File: src/rtl/exec_commit_unit.sv
// exec_commit_unit
// Commits the execute-stage bundle coming out of the ALU. Register writes are
// offered to the register file with a valid/ready handshake. Taken branches
// raise a PC redirect. The next FLUSH_SLOTS accepted bundles after a taken
// branch are wrong-path instructions and are discarded.
//
// Ports:
//   clk, rst            clock; synchronous active-low reset
//   in_valid/in_ready   handshake for the execute bundle
//   OpCode, RdOut,      execute bundle fields. AluResult[0] is the BEG
//   branchResult,       condition.
//   AluResult
//   wr_en/wr_ready,     register-file write request. It is held until
//   wr_addr, wr_data    wr_ready is seen.
//   pc_load, pc_target  one-cycle redirect pulse and redirect address
//   illegal_op          one-cycle pulse when opcode 11..31 is committed
//   retire_count        legal instructions committed (saturating)
//   squash_count        wrong-path instructions discarded (saturating)

module exec_commit_unit #(
  parameter int DATA_W      = 32,
  parameter int REG_W       = 7,
  parameter int PC_W        = 7,
  parameter int FLUSH_SLOTS = 2,
  parameter int CNT_W       = 16
) (
  input  logic              clk,
  input  logic              rst,
  input  logic              in_valid,
  output logic              in_ready,
  input  logic [4:0]        OpCode,
  input  logic [REG_W-1:0]  RdOut,
  input  logic [PC_W-1:0]   branchResult,
  input  logic [DATA_W-1:0] AluResult,
  output logic              wr_en,
  input  logic              wr_ready,
  output logic [REG_W-1:0]  wr_addr,
  output logic [DATA_W-1:0] wr_data,
  output logic              pc_load,
  output logic [PC_W-1:0]   pc_target,
  output logic              illegal_op,
  output logic [CNT_W-1:0]  retire_count,
  output logic [CNT_W-1:0]  squash_count
);

  typedef enum logic {RUN, FLUSH} state_t;

  localparam logic [3:0] FLUSH_INIT = 4'(FLUSH_SLOTS);
  localparam logic [CNT_W-1:0] CNT_ONE = CNT_W'(1);

  state_t     state;
  logic [3:0] cnt;

  logic accept;
  logic is_write;
  logic is_branch;
  logic is_illegal;

  // A pending write blocks new bundles. The exception is the cycle in which
  // the write drains, so back-to-back writes flow without a bubble.
  assign in_ready = !wr_en || wr_ready;
  assign accept   = in_valid && in_ready;

  // Decode the opcode class. BEG counts as a branch only when its condition
  // bit is set. When the condition is clear it behaves like a NOP.
  always_comb begin
    is_write   = 1'b0;
    is_branch  = 1'b0;
    is_illegal = 1'b0;
    case (OpCode)
      5'd0:                                            ;
      5'd1, 5'd2, 5'd3, 5'd4, 5'd5, 5'd6, 5'd9, 5'd10: is_write   = 1'b1;
      5'd7:                                            is_branch  = 1'b1;
      5'd8:                                            is_branch  = AluResult[0];
      default:                                         is_illegal = 1'b1;
    endcase
  end

  // Commit state machine. RUN commits bundles. FLUSH discards a fixed number
  // of accepted bundles after a taken branch and counts each one as squashed.
  always_ff @(posedge clk) begin
    if (!rst) begin
      state        <= RUN;
      cnt          <= '0;
      wr_en        <= 1'b0;
      wr_addr      <= '0;
      wr_data      <= '0;
      pc_load      <= 1'b0;
      pc_target    <= '0;
      illegal_op   <= 1'b0;
      retire_count <= '0;
      squash_count <= '0;
    end else begin
      pc_load    <= 1'b0;
      illegal_op <= 1'b0;

      if (wr_en && wr_ready)
        wr_en <= 1'b0;

      if (accept) begin
        if (state == FLUSH) begin
          if (!(&squash_count))
            squash_count <= squash_count + CNT_ONE;
          cnt <= cnt - 4'd1;
          if (cnt <= 4'd1)
            state <= RUN;
        end else if (is_illegal) begin
          illegal_op <= 1'b1;
        end else begin
          if (!(&retire_count))
            retire_count <= retire_count + CNT_ONE;
          if (is_write) begin
            wr_en   <= 1'b1;
            wr_addr <= RdOut;
            wr_data <= AluResult;
          end
          if (is_branch) begin
            pc_load   <= 1'b1;
            pc_target <= branchResult;
            state     <= FLUSH;
            cnt       <= FLUSH_INIT;
          end
        end
      end
    end
  end

endmodule
File: config.mk
export PLATFORM = sky130hd
export DESIGN_NAME = exec_commit_unit
export DESIGN_NICKNAME = d
export VERILOG_FILES = /design/src/rtl/exec_commit_unit.sv
export SDC_FILE = /design/constraint.sdc
export NUM_CORES = 1
export LEC_CHECK = 0
export BUFFER_PORTS_ARGS = -buffer_cell sky130_fd_sc_hd__clkbuf_2
export CORE_AREA = 3 3 86 88
export CTS_BUF_LIST = sky130_fd_sc_hd__clkbuf_2 sky130_fd_sc_hd__clkbuf_4 sky130_fd_sc_hd__clkbuf_8
export CTS_CLUSTER_SIZE = 10
export DETAILED_ROUTE_END_ITERATION = 7
export DIE_AREA = 0 0 89 91
export MAX_ROUTING_LAYER = met4
export PLACE_DENSITY = 0.88
export SLEW_MARGIN = 10
export SYNTH_ARGS = -nofsm -noshare
export SYNTH_HDL_FRONTEND = slang
export SYNTH_SLANG_ARGS = --single-unit
File: constraint.sdc
create_clock -name clk -period 3.8 [get_ports clk]
set_input_delay 1.14 -clock clk [delete_from_list [all_inputs] [get_ports clk]]
set_output_delay 1.14 -clock clk [all_outputs]
set_load 0.005 [all_outputs]
==> flow_summary_export.csv <==
group,metric,value,unit
run_status,status,"finished clean",
worst_setup_path,required,2660,ps
global_routing,antenna_found_initial,0,
sta,period_share,0.7793,
power_and_ir_drop,power_frac_comb,0.073,
clocking,post_cts_buffers,0,
worst_setup_path,start_kind,"input port",
sta,finalSetupViolations,0,
worst_setup_path,path_common_cell,"clkbuf_2",
worst_setup_path,r2r-start,"retire_count[0]",
min_path,min_path_cells,2,
final_layout,final_cell_mix,"clkbuf_2 (136), nand2_1 (94), dfxtp_1 (86), a21oi_1 (52), nor2_1 (34)",
power_and_ir_drop,p_sw,0.0004134,W
yosys,synth_top_family_by_area,"simple AND/OR/NAND/NOR gates",
worst_setup_path,cp_cell_sequence,"clkbuf_2 -> nand2b_1 -> clkbuf_2",
yosys,synthMuxAreaShare,0.03337,
final_layout,fin_nets,615,
yosys,synth-seq-cells,86,
placement,dpl.cell_count,625,
floorplanning,initial_core_util,0.5358,
floorplanning,dieArea,8099,um2
placement,numPortBuffers,136,
power_and_ir_drop,ir_drop,0.0002415,V
yosys,synth_xor_area_frac,0.04866,
worst_setup_path,cp_slowest_cell,"nand2b_1",
floorplanning,ios,137,
min_path,worstHoldStart,"wr_data[26]",
route,drt_wl_total,8857,um
floorplanning,die-width,89,um
sta,timing.slew.headroom,0.4607,
route,wl_per_cell,13.82,um
route,ant_nets,0,
final_layout,final_common_cell,"clkbuf_2",
sta,worstMarginPinSlew,802.3,ps
final_layout,fillers,572,
sta,skew,9.955,ps
global_routing,grt_max_degree,41,
yosys,synth-compound-area-share,0.1074,
worst_setup_path,critPathLaunch,"wr_ready",
yosys,yosysWarnings,0,
yosys,yosysSeqAreaShare,0.4783,
yosys,synthesis.instances,425,
worst_setup_path,r2r_cells,6,
global_routing,gr-total-overflow,0,
global_routing,gr-usage-met1,0.2540,
floorplanning,rows,30,
global_routing,met2_usage,0.3533,
sta,rsz0062_at_grt,"false",
placement,hpwl,6408,um
global_routing,grtUsageMet3,0.04628,
min_path,holdPathEnd,"wr_data[26]",
yosys,synth_area,3600,um2
sta,holdWs,456.9,ps
clocking,cts_buffers,9,
yosys,synthAdderAreaFrac,0.01390,
route,vias,3426,
worst_setup_path,r2r-end,"retire_count[13]",
clocking,cts_sinks,86,
global_routing,grt_use_total,0.2123,
yosys,synth.distinct_cells,40,
run,maxCapViolCount,0,
power_and_ir_drop,switching_share,0.2317,
placement,place_ws,809.4,ps
floorplanning,core,6719,um2
sta,period_needed,2961,ps
worst_setup_path,path_max_fanout,9,
power_and_ir_drop,clockPowerShare,0.404,
final_layout,drive_gt1_frac,0.2923,
route,drt-initial-drc-count,157,
yosys,avgSynthCellArea,8.470,um2
sta,finalHoldViolCount,0,
clocking,clk_pin_slew,90,ps
worst_setup_path,endpoint_kind,"output pin",
global_routing,grt-busiest-layer,"met2",
route,vias_per_cell,5.345,
global_routing,grt_pass1_vias,2992,
sta,drv_slew,0,
clocking,cts_tree,"yes",
power_and_ir_drop,seqPwrFrac,0.523,
global_routing,grt_pass1_wl,13540,um
power_and_ir_drop,intPower,0.001371,W
route,drc,0,
sta,fin_setup_tns,0,ps
clocking,cts-resized-gates,0,
worst_setup_path,worstSetupPathType,"input port to output pin",
power_and_ir_drop,p_leak,1.911,nW
final_layout,area_growth,26.28,%
clocking,cts_root_buffer,"clkbuf_8",
final_layout,diodes,0,
yosys,synthSimpleGateAreaFrac,0.2833,
placement,place_congestion,0.8960,
floorplanning,die_h,91,um
worst_setup_path,slowest_delay,400,ps
clocking,clk_path_buf_depth,2,
power_and_ir_drop,power_per_cell_area,392.4,nW/um2
clocking,htree_levels,3,
clocking,insertion_delay,350,ps
clocking,cts_hold_buf,0,
final_layout,stdcell_count,641,
route,first_pass_iters,5,
worst_setup_path,reg2reg_slack,1640,ps
sta,postLayoutSetupSlackWorst,838.7,ps
yosys,syn_nets,484,
worst_setup_path,crit_arrival,1820,ps
min_path,hp-class,"register to register",
sta,fmax,337.7,MHz
routing by layer:
metal  vias to the layer above  wire [um]
li1                       1720          -
met1                      1557       3792
met2                       133       4247
met5                         -          0
met4                         0        138
met3                        16        680
metrics by stage:
stage	cell area (um2)	power, W	utilization
global route	4546	0.001860	0.6765
CTS	4546	0.001803	0.6765
detailed placement	4314	0.001085	0.6421
global placement	4314	0.001081	0.6421
floorplan	3600	0.001020	-
finish	4546	0.001784	0.6765
worst max-delay path by stage:
stage | end | cells after the start
floorplan | retire_count[9] | 7
detailed placement | retire_count[9] | 6
global route | in_ready | 3
finish | in_ready | 3
global placement | in_ready | 3
CTS | in_ready | 3
critical path: cells and delay by family:
kind | cells | cell delay, ps
AND/OR/NAND/NOR | 1 | 400
buffers and inverters | 2 | 270
state kept, by name (all words and copies together), names as in the netlist:
signal        cells
pc_target         7
illegal_op        1
wr_en             1
cnt               4
state             1
wr_addr           7
squash_count     16
wr_data          32
pc_load           1
retire_count     16
power by group through the flow:
stage	Clock (W)	Combinational [W]	Sequential (W)
after floorplan	0	0.0000661	0.000954
after global routing	0.000779	0.000146	0.000935
after detailed placement	0	0.000131	0.000954
after global placement	0	0.000128	0.000953
after CTS	0.000738	0.000132	0.000932
final	0.000721	0.000131	0.000932
logic make-up after synthesis:
family | count (synthesis)
mux | 12
simple gates | 210
xor+xnor | 20
buf+inv | 27
compound gates | 66
fa+ha+maj | 4
flops | 86
Yosys cell counts (all sizes together):
| library cell | n | area share |
|---|---|---|
| o211ai | 1 | 0.0021 |
| ha | 4 | 0.014 |
| xor2 | 1 | 0.0024 |
| mux2i | 12 | 0.033 |
| and2 | 3 | 0.0052 |
| nand3b | 2 | 0.0042 |
| nor3b | 3 | 0.0063 |
| and3 | 4 | 0.0070 |
| a31o | 1 | 0.0024 |
| nand2 | 94 | 0.098 |
| or2 | 1 | 0.0017 |
| xnor2 | 19 | 0.046 |
| nor4b | 3 | 0.0073 |
| o21ai | 6 | 0.0083 |
| and3b | 1 | 0.0024 |
| o31ai | 1 | 0.0021 |
| o211a | 3 | 0.0083 |
| or4 | 2 | 0.0042 |
| nor3 | 14 | 0.019 |
| inv | 5 | 0.0052 |
| a21oi | 53 | 0.077 |
| nor2 | 35 | 0.041 |
| or3 | 5 | 0.0087 |
| nand2b | 4 | 0.0070 |
| clkinv | 1 | 0.0010 |
| and4b | 2 | 0.0056 |
| nor4 | 11 | 0.025 |
| clkbuf | 15 | 0.016 |
| o2111ai | 1 | 0.0073 |
| dfxtp | 86 | 0.48 |
| nor2b | 2 | 0.0035 |
| buf | 6 | 0.013 |
| nand4 | 10 | 0.017 |
| nand3 | 14 | 0.019 |
layout make-up:
type / instances / area, um2 / share of cell area
repair buffers: 141 / 718.2 / 0.1580
flip-flops and latches: 86 / 1722 / 0.3788
inverters: 6 / 22.52 / 0.004955
multi-input cells: 312 / 1752 / 0.3854
well taps: 80 / 100.1 / 0.02202
clock buffers: 10 / 137.6 / 0.03028
clock inverters: 6 / 93.84 / 0.02064
(Power assumes the default switching activity.)
